File: config.mk
export PLATFORM = sky130hd
export DESIGN_NAME = rtc_cmd_scheduler_flat
export DESIGN_NICKNAME = d
export VERILOG_FILES = /design/src/rtl/rtc_cmd_scheduler_if.sv /design/src/rtl/rtc_cmd_scheduler.sv /design/src/flat_wrapper.sv
export SDC_FILE = /design/constraint.sdc
export NUM_CORES = 1
export LEC_CHECK = 0
export CELL_PAD_IN_SITES_DETAIL_PLACEMENT = 1
export CELL_PAD_IN_SITES_GLOBAL_PLACEMENT = 1
export CORE_ASPECT_RATIO = 0.7
export CORE_MARGIN = 8
export CORE_UTILIZATION = 46
export DETAILED_ROUTE_END_ITERATION = 16
export PLACE_DENSITY_LB_ADDON = 0.12
export RECOVER_POWER = 100
export SLEW_MARGIN = 20
export SYNTH_ARGS = -nofsm -noshare
export SYNTH_HDL_FRONTEND = slang
export SYNTH_SLANG_ARGS = --single-unit
File: constraint.sdc
create_clock -name clk_i -period 4.8 [get_ports clk_i]
set_input_delay 0.96 -clock clk_i [delete_from_list [all_inputs] [get_ports clk_i]]
set_output_delay 0.96 -clock clk_i [all_outputs]
set_load 0.1 [all_outputs]
File: src/rtl/rtc_cmd_scheduler_if.sv
// Command/handshake bundle between the RTC command scheduler and its UI/controller peers.
// master: the scheduler (issues commands); slave: the UI and read/write controller side.
interface rtc_cmd_scheduler_if;
  logic       req_hora;
  logic       req_fecha;
  logic       req_timer;
  logic       req_stop_ring;
  logic       ready;
  logic       inic;
  logic       stop_ring;
  logic       esc_hora;
  logic       esc_fecha;
  logic       esc_timer;
  logic       leer;
  logic       busy;
  logic [5:0] pend;
  logic       cmd_done;
  logic       err;

  modport master (
    input  req_hora, req_fecha, req_timer, req_stop_ring, ready,
    output inic, stop_ring, esc_hora, esc_fecha, esc_timer, leer, busy, pend, cmd_done, err
  );

  modport slave (
    output req_hora, req_fecha, req_timer, req_stop_ring, ready,
    input  inic, stop_ring, esc_hora, esc_fecha, esc_timer, leer, busy, pend, cmd_done, err
  );
endinterface

File: src/rtl/rtc_cmd_scheduler.sv
// Fixed-priority command scheduler for the RTC read/write controller: one command in flight.
// Define RTC_SCHED_TIMEOUT_EN to abandon commands whose ready never arrives (sets sticky err).
module rtc_cmd_scheduler #(
  parameter int unsigned READ_PERIOD    = 10000000,
  parameter int unsigned CNT_W          = 24,
  parameter int unsigned TIMEOUT_CYCLES = 4096
) (
  input  logic                       clk_i,
  input  logic                       reset_i,
  rtc_cmd_scheduler_if.master        bus_io
);

  typedef enum logic [1:0] {StInit, StIdle, StWait, StGap} state_e;

  state_e           state_q;
  logic [5:0]       pend_q, pend_d;
  logic [5:0]       cmd_q;
  logic [5:0]       grant;
  logic             busy_q, done_q, err_q;
  logic [CNT_W-1:0] cnt_q, cnt_d;
  logic             cnt_wrap;
  logic             issue;
  logic             tmo;

  assign cnt_wrap = (cnt_q == CNT_W'(READ_PERIOD - 1));
  assign cnt_d    = cnt_wrap ? '0 : cnt_q + CNT_W'(1);
  assign issue    = (state_q == StIdle) && (pend_q != 6'd0);

  // Bit 5 is highest priority; later iterations overwrite lower winners.
  always_comb begin
    grant = 6'd0;
    for (int i = 0; i < 6; i++) begin
      if (pend_q[i]) grant = 6'd1 << i;
    end
  end

  always_comb begin
    pend_d = pend_q;
    if (issue) pend_d = pend_d & ~grant;
    pend_d = pend_d | {1'b0, bus_io.req_stop_ring, bus_io.req_hora, bus_io.req_fecha,
                       bus_io.req_timer, cnt_wrap};
  end

`ifdef RTC_SCHED_TIMEOUT_EN
  localparam int unsigned TW = $clog2(TIMEOUT_CYCLES) + 1;
  logic [TW-1:0] tcnt_q;

  assign tmo = (tcnt_q == TW'(TIMEOUT_CYCLES - 1));

  always_ff @(posedge clk_i or posedge reset_i) begin
    if (reset_i) begin
      tcnt_q <= '0;
    end else if (issue) begin
      tcnt_q <= '0;
    end else if (state_q == StWait) begin
      tcnt_q <= tcnt_q + TW'(1);
    end
  end
`else
  assign tmo = 1'b0;
`endif

  always_ff @(posedge clk_i or posedge reset_i) begin
    if (reset_i) begin
      state_q <= StInit;
      pend_q  <= 6'b100000;
      cnt_q   <= '0;
      cmd_q   <= 6'd0;
      busy_q  <= 1'b0;
      done_q  <= 1'b0;
      err_q   <= 1'b0;
    end else begin
      pend_q <= pend_d;
      cnt_q  <= cnt_d;
      cmd_q  <= 6'd0;
      done_q <= 1'b0;
      unique case (state_q)
        StInit: state_q <= StIdle;
        StIdle: begin
          if (issue) begin
            cmd_q   <= grant;
            busy_q  <= 1'b1;
            state_q <= StWait;
          end
        end
        StWait: begin
          if (bus_io.ready) begin
            busy_q  <= 1'b0;
            done_q  <= 1'b1;
            state_q <= StGap;
          end else if (tmo) begin
            busy_q  <= 1'b0;
            err_q   <= 1'b1;
            state_q <= StGap;
          end
        end
        StGap:   state_q <= StIdle;
        default: state_q <= StIdle;
      endcase
    end
  end

  assign bus_io.inic      = cmd_q[5];
  assign bus_io.stop_ring = cmd_q[4];
  assign bus_io.esc_hora  = cmd_q[3];
  assign bus_io.esc_fecha = cmd_q[2];
  assign bus_io.esc_timer = cmd_q[1];
  assign bus_io.leer      = cmd_q[0];
  assign bus_io.busy      = busy_q;
  assign bus_io.pend      = pend_q;
  assign bus_io.cmd_done  = done_q;
  assign bus_io.err       = err_q;

endmodule

File: src/flat_wrapper.sv
// flat-port wrapper written by rule: the top's interface ports become plain ports
module rtc_cmd_scheduler_flat 
#(
  parameter int unsigned READ_PERIOD    = 10000000,
  parameter int unsigned CNT_W          = 24,
  parameter int unsigned TIMEOUT_CYCLES = 4096
)
  (clk_i, reset_i, bus_io_req_hora, bus_io_req_fecha, bus_io_req_timer, bus_io_req_stop_ring, bus_io_ready, bus_io_inic, bus_io_stop_ring, bus_io_esc_hora, bus_io_esc_fecha, bus_io_esc_timer, bus_io_leer, bus_io_busy, bus_io_pend, bus_io_cmd_done, bus_io_err);
  rtc_cmd_scheduler_if bus_io_i ();
  input  logic clk_i;
  input  logic reset_i;
  input wire logic [$bits(bus_io_i.req_hora)-1:0] bus_io_req_hora;
  input wire logic [$bits(bus_io_i.req_fecha)-1:0] bus_io_req_fecha;
  input wire logic [$bits(bus_io_i.req_timer)-1:0] bus_io_req_timer;
  input wire logic [$bits(bus_io_i.req_stop_ring)-1:0] bus_io_req_stop_ring;
  input wire logic [$bits(bus_io_i.ready)-1:0] bus_io_ready;
  output wire logic [$bits(bus_io_i.inic)-1:0] bus_io_inic;
  output wire logic [$bits(bus_io_i.stop_ring)-1:0] bus_io_stop_ring;
  output wire logic [$bits(bus_io_i.esc_hora)-1:0] bus_io_esc_hora;
  output wire logic [$bits(bus_io_i.esc_fecha)-1:0] bus_io_esc_fecha;
  output wire logic [$bits(bus_io_i.esc_timer)-1:0] bus_io_esc_timer;
  output wire logic [$bits(bus_io_i.leer)-1:0] bus_io_leer;
  output wire logic [$bits(bus_io_i.busy)-1:0] bus_io_busy;
  output wire logic [$bits(bus_io_i.pend)-1:0] bus_io_pend;
  output wire logic [$bits(bus_io_i.cmd_done)-1:0] bus_io_cmd_done;
  output wire logic [$bits(bus_io_i.err)-1:0] bus_io_err;
  assign bus_io_i.req_hora = bus_io_req_hora;
  assign bus_io_i.req_fecha = bus_io_req_fecha;
  assign bus_io_i.req_timer = bus_io_req_timer;
  assign bus_io_i.req_stop_ring = bus_io_req_stop_ring;
  assign bus_io_i.ready = bus_io_ready;
  assign bus_io_inic = bus_io_i.inic;
  assign bus_io_stop_ring = bus_io_i.stop_ring;
  assign bus_io_esc_hora = bus_io_i.esc_hora;
  assign bus_io_esc_fecha = bus_io_i.esc_fecha;
  assign bus_io_esc_timer = bus_io_i.esc_timer;
  assign bus_io_leer = bus_io_i.leer;
  assign bus_io_busy = bus_io_i.busy;
  assign bus_io_pend = bus_io_i.pend;
  assign bus_io_cmd_done = bus_io_i.cmd_done;
  assign bus_io_err = bus_io_i.err;
  rtc_cmd_scheduler #(.READ_PERIOD(READ_PERIOD), .CNT_W(CNT_W), .TIMEOUT_CYCLES(TIMEOUT_CYCLES)) u_core (.clk_i(clk_i), .reset_i(reset_i), .bus_io(bus_io_i));
endmodule
==> results of run 1 <==
[logic make-up (layout without fill, tap and decap cells)]
logic type / after synthesis / in the layout / synth area share [%]
AOI/OAI and AO/OA: 18 / 18 / 5.985
xor gates and xnor gates: 18 / 18 / 8.768
adders and majority gates: 4 / 4 / 2.784
buffers and inverters: 16 / 42 / 3.619
DFF: 40 / 40 / 55.74
muxes: 2 / 2 / 1.113
other: 1 / 1 / 0.2086
and+or+nand+nor: 69 / 69 / 21.78
[cell type report]
class | instances | area, µm²
Fill cell | 414 | 1689
Inverter | 13 | 48.80
Timing Repair Buffer | 22 | 207.7
Multi-Input combinational cell | 112 | 718.2
Tap cell | 52 | 65.06
Clock buffer | 7 | 96.34
Sequential cell | 40 | 1002
[worst reg2reg max path: stages (launching register included)]
cell	delay [ns]
dfrtp_1	0.39
ha_1	0.22
nand4_1	0.27
nor4_1	0.95
clkbuf_1	0.42
nor2_1	0.10
[layer usage]
layer	up-vias	routed length [µm]	global-route usage, %
met2	22	1951	23.59
met1	678	1849	17.21
met5	-	0	0
li1	622	-	-
met3	4	158	4.053
met4	0	44	4.948
[flip-flops by register name, summed over array words and instances, names as in the netlist]
name	flops
u_core.bus_io.busy	1
u_core.bus_io.cmd_done	1
u_core.bus_io.pend	6
u_core.cmd_q	6
u_core.cnt_q	24
u_core.state_q	2
[power groups by stage]
| stage | combinational, mW | clock (mW) | sequential (mW) |
|---|---|---|---|
| 3_3_place_gp | 0.239 | 0 | 0.384 |
| 6_report | 0.238 | 0.234 | 0.379 |
| 2_1_floorplan | 0.0662 | 0 | 0.503 |
| 4_1_cts | 0.248 | 0.244 | 0.380 |
| 5_1_grt | 0.255 | 0.258 | 0.384 |
| 3_5_place_dp | 0.247 | 0 | 0.387 |
[worst min-delay path by stage]
| stage | endpoint | cells past startpoint |
|---|---|---|
| 4_1_cts | u_core.cnt_q[0]$_DFF_PP0_ | 1 |
| 2_1_floorplan | u_core.cnt_q[0]$_DFF_PP0_ | 1 |
| 3_3_place_gp | u_core.cnt_q[0]$_DFF_PP0_ | 1 |
| 5_1_grt | u_core.cnt_q[0]$_DFF_PP0_ | 1 |
| 6_report | u_core.cnt_q[0]$_DFF_PP0_ | 1 |
| 3_5_place_dp | u_core.cnt_q[0]$_DFF_PP0_ | 1 |
[cells in the final DEF, fill, tap and decap left out, drive strengths merged]
cell | Yosys | routed
dfrtp | 39 | 39
dlygate4sd3 | 0 | 16
nor2 | 15 | 15
inv | 13 | 13
xnor2 | 11 | 11
nand3 | 9 | 9
clkbuf | 1 | 9
nand2 | 7 | 7
xor2 | 7 | 7
nand4 | 6 | 6
nor3 | 6 | 6
a21oi | 6 | 6
o21ai | 5 | 5
and3 | 4 | 4
a21o | 4 | 4
ha | 4 | 4
clkdlybuf4s50 | 0 | 4
nor4 | 3 | 3
or3 | 3 | 3
nand2b | 3 | 3
or4 | 2 | 2
nor4b | 2 | 2
nor2b | 2 | 2
nor3b | 2 | 2
mux2i | 2 | 2
and2 | 2 | 2
and4 | 1 | 1
or2 | 1 | 1
o41ai | 1 | 1
or4b | 1 | 1
o22ai | 1 | 1
o31ai | 1 | 1
conb | 1 | 1
dfstp | 1 | 1
==> flow_summary.toml, run 1 <==
[timing]
fin_ws_ns = 1.719
slew_headroom_pct = -39.65
hold_slack_ns = 0.4958
finalSetupViolations = 0
tightest_slew_ns = 2.095
clock-skew-final_ns = 0.006808
report.final.hold_viol_count = 0
fmax_ghz = 0.3246
rsz0062_at_grt = "false"
fin_tns_setup_ns = 0
fin_crit_ns = 3.081
slew_viol_final = 41
finalCritPeriodShare_pct = 64.18

[final_layout]
final_cell_area_um2 = 2138
final_net_count = 205
layout-drive-gt1-share_pct = 5.155
post-route-util_pct = 55.87
n_antenna_cell = 0
areaGrowthSynthToFinish_pct = 18.93
final_cells = 246

[power]
p_leak_nw = 0.9679
switchingPower_uw = 307.7
vdd_ir_drop_max_v = 0.0001951
power_frac_comb_pct = 28.0
power_uw = 852.3
pwr-share-clk_pct = 27.5
power.internal_uw = 544.6
p_seq_share_pct = 44.5
power.density_nw_per_um2 = 398.6
sw_frac_of_total_pct = 36.10

[die]
row_count = 19
ioPinCount = 22
die_w_um = 90.73
die_h_um = 68.31
coreArea_um2 = 3827
start_util_pct = 46.98
die-area_um2 = 6197

[yosys]
yosys_register_bits = 40
synth_ff_type = "dfrtp_1"
syn_area_um2 = 1798
ys_warn_count = 0
synth_edf_count = 0
yosysMostFrequentCell = "dfrtp_1"
synthTopCellsByCount = "dfrtp_1, nor2_1, inv_1, xnor2_1, nand3_1"
synth_top_area_share_pct = 54.28
ys_types = 37
synth_area_leaders = "dfrtp_1, xnor2_1, xor2_1, nor2_1, ha_1"
netlist_instances = 168
synth_top_area_cell = "dfrtp_1"
async_flop_share_pct = 100.0
seq_area_frac_synth_pct = 55.74
avgSynthCellArea_um2 = 10.70
syn_nets = 179

[setup_path]
path_depth = 3
r2r_start = "u_core.cnt_q[0]$_DFF_PP0_"
path_cells = "dlygate4sd3_1 -> inv_1 -> clkbuf_1"
end_kind = "async pin"
reg2reg_depth = 5
path_class = "in -> async"
rrSetupSlack_ns = 2.32
crit_slowest_cell = "clkbuf_1"
timing.rr.end = "u_core.cnt_q[9]$_DFF_PP0_"
crit_end = "u_core.cnt_q[1]$_DFF_PP0_"
cpLargestDelayFamily = "buffers and inverters"
critPathMaxStageDelay_ns = 1.50
crit_required_ns = 4.78
critPathBufInv = 3
path_max_fanout = 40
startpoint = "reset_i"
start_kind = "input port"
arrival_ns = 3.06

[drt]
firstDrtPassIters = 4
via_count = 1326
drt-total-wl_um = 4004
ant_nets = 0
routed_via_density = 5.390
drc = 0
first_iter_violations = 51
wire_per_inst_um = 16.28

[place]
io_buffers = 20
placed_area_um2 = 2068
dp.cells = 239
dp_hpwl_um = 2965
gp_routability_congestion = 0.7893
post-place-ws_ns = 2.154

[worst_hold_path]
hold_class = "reg -> reg"
hold_path.startpoint = "u_core.cnt_q[0]$_DFF_PP0_"

[cts]
clk_pin_slew_ns = 0.07
insertion_delay_ns = 0.29
htree_levels = 2
clock-root-buffer = "clkbuf_8"
numCtsBuffers = 5
cts_tree = "yes"
clock_sinks = 40
clockBufferDepth = 2
hold_buffers = 0
cts_resized = 0
cts_setup_buffers = 0

[global_routing]
grt_pass1_wl_um = 6810
antenna_found_initial = 0
grt.overflow.total = 0
grt_pass1_vias = 1353
grt_max_degree = 41
grt_usage_pct = 14.02

[outcome]
outcome = "finished with violations"
failed_checks = "max-capacitance violations, max-slew violations"

[run]
drv_cap = 1
No activity file was read; power rests on OpenSTA's default activity.
==> inputs of run 2 (changes only) <==
--- a/config.mk
+++ b/config.mk
@@ -9,7 +9,7 @@
 export CELL_PAD_IN_SITES_GLOBAL_PLACEMENT = 1
 export CORE_ASPECT_RATIO = 0.7
 export CORE_MARGIN = 8
-export CORE_UTILIZATION = 46
+export CORE_UTILIZATION = 39
 export DETAILED_ROUTE_END_ITERATION = 16
 export PLACE_DENSITY_LB_ADDON = 0.12
 export RECOVER_POWER = 100
==> constraint.sdc (replaced) <==
create_clock -name clk_i -period 2.5 [get_ports clk_i]
set_input_delay 0.5 -clock clk_i [delete_from_list [all_inputs] [get_ports clk_i]]
set_output_delay 0.5 -clock clk_i [all_outputs]
set_load 0.1 [all_outputs]
==> flow_summary.toml, run 2 (synthesis gave the netlist of run 1 again) <==
[setup_path]
timing.rr.end = "u_core.cnt_q[23]$_DFF_PP0_"
rrSetupSlack_ns = 0.42
crit_required_ns = 2.00
critPathBufInv = 1
arrival_ns = 1.62
critPathMaxStageDelay_ns = 0.89
r2r_start = "u_core.cnt_q[7]$_DFF_PP0_"
crit_slowest_cell = "clkbuf_1"
cpLargestDelayFamily = "buffers and inverters"
path_class = "reg -> out"
reg2reg_depth = 4
end_kind = "output pin"
path_depth = 1
path_cells = "clkbuf_1"
start_kind = "flip-flop"
path_max_fanout = 7

[power]
power_frac_comb_pct = 24.6
pwr-share-clk_pct = 33.3
vdd_ir_drop_max_v = 0.0004147
power.internal_mw = 1.124
switchingPower_uw = 606.2
sw_frac_of_total_pct = 35.04
power.density_nw_per_um2 = 824.9
p_leak_nw = 0.9343
power_mw = 1.730
p_seq_share_pct = 42.1

[worst_hold_path]
whs_path_depth = 1
hold_class = "reg -> reg"
min_to = "u_core.cnt_q[0]$_DFF_PP0_"
hold_path.startpoint = "u_core.cnt_q[0]$_DFF_PP0_"

[global_routing]
grt.overflow.total = 0
grt_max_degree = 41
grt_pass1_wl_um = 7017
antenna_found_initial = 0
grt_usage_pct = 12.42
grt_pass1_vias = 1383

[timing]
tightest_slew_ns = 1.197
slew_headroom_pct = 20.57
fin_tns_setup_ns = 0
clock-skew-final_ns = 0.003700
hold_slack_ns = 0.4936
finalSetupViolations = 0
report.final.hold_viol_count = 0
slew_viol_final = 0
fin_crit_ns = 2.121
finalCritPeriodShare_pct = 84.85
fin_ws_ns = 0.3789
fmax_ghz = 0.4714
rsz0062_at_grt = "false"

[cts]
hold_buffers = 0
clock_sinks = 40
numCtsBuffers = 5
clockBufferDepth = 2
htree_levels = 2
clock-root-buffer = "clkbuf_8"
cts_setup_buffers = 0
insertion_delay_ns = 0.29
cts_resized = 0
clk_pin_slew_ns = 0.08
cts_tree = "yes"

[drt]
ant_nets = 0
routed_via_density = 5.263
via_count = 1321
wire_per_inst_um = 16.43
first_iter_violations = 77
drc = 0
firstDrtPassIters = 4
drt-total-wl_um = 4124

[final_layout]
layout_common_cells = "dfrtp_1, nor2_1, clkbuf_1, inv_1, xnor2_1"
post-route-util_pct = 47.89
final_net_count = 206
largest_register_ffs = 24
top_register = "u_core.cnt_q"
final_common_cell = "dfrtp_1"
areaGrowthSynthToFinish_pct = 16.63
fillers = 498
n_antenna_cell = 0
layout-drive-gt1-share_pct = 7.143

[die]
die_h_um = 72.81
ioPinCount = 22
start_util_pct = 41.06
coreArea_um2 = 4379
row_count = 20
die_w_um = 97.16
die-area_um2 = 7074

[place]
gp_routability_congestion = 0.8104
post-place-ws_ns = 0.4792
dp_hpwl_um = 2991
io_buffers = 20

[outcome]
outcome = "finished clean"

[run]
drv_cap = 0
-- run 2: cell types whose count changed in the layout (fill, tap and decap cells not counted), sizes merged --
cell / before / now
bufinv: 0 / 1
clkbuf: 9 / 24
clkdlybuf4s50: 4 / 5
dlygate4sd3: 16 / 1
-- run 2: per-stage QoR --
| step | std cells | instance area (µm²) |
|---|---|---|
| floorplan | 168 | 1798 |
| global placement | 243 | 2044 |
| detailed placement | 243 | 2044 |
| CTS | 251 | 2171 |
| global route | 251 | 2097 |
| finish | 251 | 2097 |
-- run 2: cell type report --
class / count / area (µm²) / area share [%]
clock inverter: 1 / 30.03 / 1.432
tap: 55 / 68.82 / 3.282
sequential: 40 / 1002 / 47.79
multi-input combinational: 112 / 724.4 / 34.55
clock buffer: 7 / 96.34 / 4.594
timing repair buffer: 23 / 126.4 / 6.026
inverter: 13 / 48.80 / 2.327
-- run 2: power groups by stage --
stage	registers [mW]	clock network, mW	logic [mW]
2_1_floorplan	0.965	0	0.127
3_3_place_gp	0.737	0	0.448
3_5_place_dp	0.743	0	0.460
4_1_cts	0.730	0.594	0.461
5_1_grt	0.735	0.618	0.458
6_report	0.728	0.576	0.426
-- run 2: per-layer routing --
metal  up-vias  global-route usage [%]  share of wire [%]
li1        627                       -                  -
met1       668                   16.37                 50
met2        21                   18.71                 44
met3         5                   3.500                4.3
met4         0                   5.093                1.3
met5         -                       0                  0
-- run 2: worst max-delay path by stage --
stage                                         start                             to  slack (ns)
finish              u_core.bus_io.pend[4]$_DFF_PP0_                 bus_io_pend[4]        0.38
global route        u_core.bus_io.pend[0]$_DFF_PP0_                 bus_io_pend[0]        0.32
CTS                       u_core.cnt_q[7]$_DFF_PP0_     u_core.cnt_q[23]$_DFF_PP0_        0.45
detailed placement        u_core.cnt_q[7]$_DFF_PP0_     u_core.cnt_q[23]$_DFF_PP0_        0.48
global placement          u_core.cnt_q[7]$_DFF_PP0_     u_core.cnt_q[23]$_DFF_PP0_        0.56
floorplan           u_core.bus_io.pend[1]$_DFF_PP0_  u_core.state_q[0]$_DFFE_PP0P_        0.29
==> inputs of run 3 (changes only) <==
--- a/config.mk
+++ b/config.mk
@@ -9,7 +9,7 @@
 export CELL_PAD_IN_SITES_GLOBAL_PLACEMENT = 1
 export CORE_ASPECT_RATIO = 0.7
 export CORE_MARGIN = 8
-export CORE_UTILIZATION = 39
+export CORE_UTILIZATION = 43
 export DETAILED_ROUTE_END_ITERATION = 16
 export PLACE_DENSITY_LB_ADDON = 0.12
 export RECOVER_POWER = 100
==> constraint.sdc (replaced) <==
create_clock -name clk_i -period 2.1 [get_ports clk_i]
set_input_delay 0.42 -clock clk_i [delete_from_list [all_inputs] [get_ports clk_i]]
set_output_delay 0.42 -clock clk_i [all_outputs]
set_load 0.1 [all_outputs]
==> flow_summary.toml, run 3 (synthesis gave the netlist of run 1 again) <==
[global_routing]
grt_pass1_vias = 1425
grt_max_degree = 17
grt_usage_pct = 14.04
grt_pass1_wl_um = 7272
antenna_found_initial = 0
grt.overflow.total = 0

[cts]
numCtsBuffers = 5
clock_sinks = 40
htree_levels = 2
clk_pin_slew_ns = 0.08
cts_resized = 0
clockBufferDepth = 2
clock-root-buffer = "clkbuf_8"
cts_setup_buffers = 0
hold_buffers = 0
cts_tree = "yes"
insertion_delay_ns = 0.29

[final_layout]
layout-drive-gt1-share_pct = 14.50
final_common_cell = "dfrtp_1"
final_net_count = 210
areaGrowthSynthToFinish_pct = 15.80
final_cells = 252
register_area_um2 = 1007
multi_input_area_um2 = 718.2
fillers = 461
top_register = "u_core.cnt_q"
largest_register_ffs = 24
n_antenna_cell = 0
post-route-util_pct = 52.44
layout_common_cells = "dfrtp_1, nor2_1, clkbuf_2, inv_1, xnor2_1"

[setup_path]
crit_required_ns = 2.30
start_kind = "flip-flop"
path_max_fanout = 4
arrival_ns = 2.20
startpoint = "u_core.bus_io.pend[1]$_DFF_PP0_"
r2r_start = "u_core.bus_io.pend[1]$_DFF_PP0_"
path_class = "reg -> reg"
end_kind = "flip-flop"

[drt]
drc = 0
wire_per_inst_um = 16.51
via_count = 1328
firstDrtPassIters = 4
ant_nets = 0
first_iter_violations = 38
routed_via_density = 5.270
drt-total-wl_um = 4161

[power]
vdd_ir_drop_max_v = 0.0007057
power_mw = 1.888
power.density_nw_per_um2 = 906.9
p_leak_nw = 0.9611

[place]
io_buffers = 20
dp.cells = 244
dp_hpwl_um = 3226
gp_routability_congestion = 0.8423

[run]
drv_cap = 0

[worst_hold_path]
hold_path.startpoint = "u_core.cnt_q[0]$_DFF_PP0_"
hold_class = "reg -> reg"

[timing]
tightest_slew_ns = 0.8921
report.final.hold_viol_count = 0
rsz0062_at_grt = "false"
finalSetupViolations = 0
fmax_ghz = 0.5012
fin_tns_setup_ns = 0
finalCritPeriodShare_pct = 95.02
slew_viol_final = 0
slew_headroom_pct = 40.53
clock-skew-final_ns = 0.009184
fin_crit_ns = 1.995

[die]
start_util_pct = 45.29
row_count = 19
ioPinCount = 22
die_w_um = 93.29
die-area_um2 = 6539
die_h_um = 70.10
coreArea_um2 = 3970

[outcome]
outcome = "finished clean"
## run 3: worst paths after layout
path	end	slack [ns]	cells after the start
min	u_core.cnt_q[0]$_DFF_PP0_	0.50	1
max reg2reg	u_core.state_q[0]$_DFFE_PP0P_	0.10	4
max in group asynchronous	u_core.bus_io.pend[3]$_DFF_PP0_	0.30	3
min reg2reg	u_core.cnt_q[0]$_DFF_PP0_	0.50	1
max	u_core.state_q[0]$_DFFE_PP0P_	0.10	4
min in group asynchronous	u_core.cnt_q[16]$_DFF_PP0_	0.58	2
## run 3: stage by stage
stage | cell area, µm² | hold WS, ns | worst slack, ns
after floorplan | 1803 | 0.4552 | 0.08566
after global placement | 2101 | 0.4732 | 0.2470
after detailed placement | 2101 | 0.4858 | 0.1176
after CTS | 2182 | 0.4901 | 0.09249
after global routing | 2082 | 0.5247 | 0.01223
final | 2082 | 0.4981 | 0.1046
## run 3: worst max-delay path, stage by stage, from the launching register on
cell and delay [ns]:
dfrtp_2 0.43, or4_1 0.59, or2_2 0.34, o22ai_1 0.30, mux2i_1 0.25
## run 3: area by class of cell
class,count,area share [%]
repair buffers,27,7.752
inverters,13,2.344
clock inverters,1,0.2404
clock buffers,7,3.666
flip-flops and latches,40,48.38
well taps,52,3.125
multi-input cells,112,34.50
## run 3: report_power, final
part	internal [mW]	total [mW]	leakage [nW]	switching (mW)
clock network	0.233	0.479	0.0422	0.246
registers	0.831	0.874	0.509	0.0436
logic	0.102	0.535	0.409	0.433
total	1.17	1.89	0.961	0.723
## run 3: routing by layer
metal | track usage, % | wire (µm) | up-vias
met4 | 4.270 | 34 | 0
met5 | 0 | 0 | -
met1 | 18.50 | 1994 | 665
li1 | - | - | 638
met3 | 4.269 | 202 | 5
met2 | 21.37 | 1929 | 20
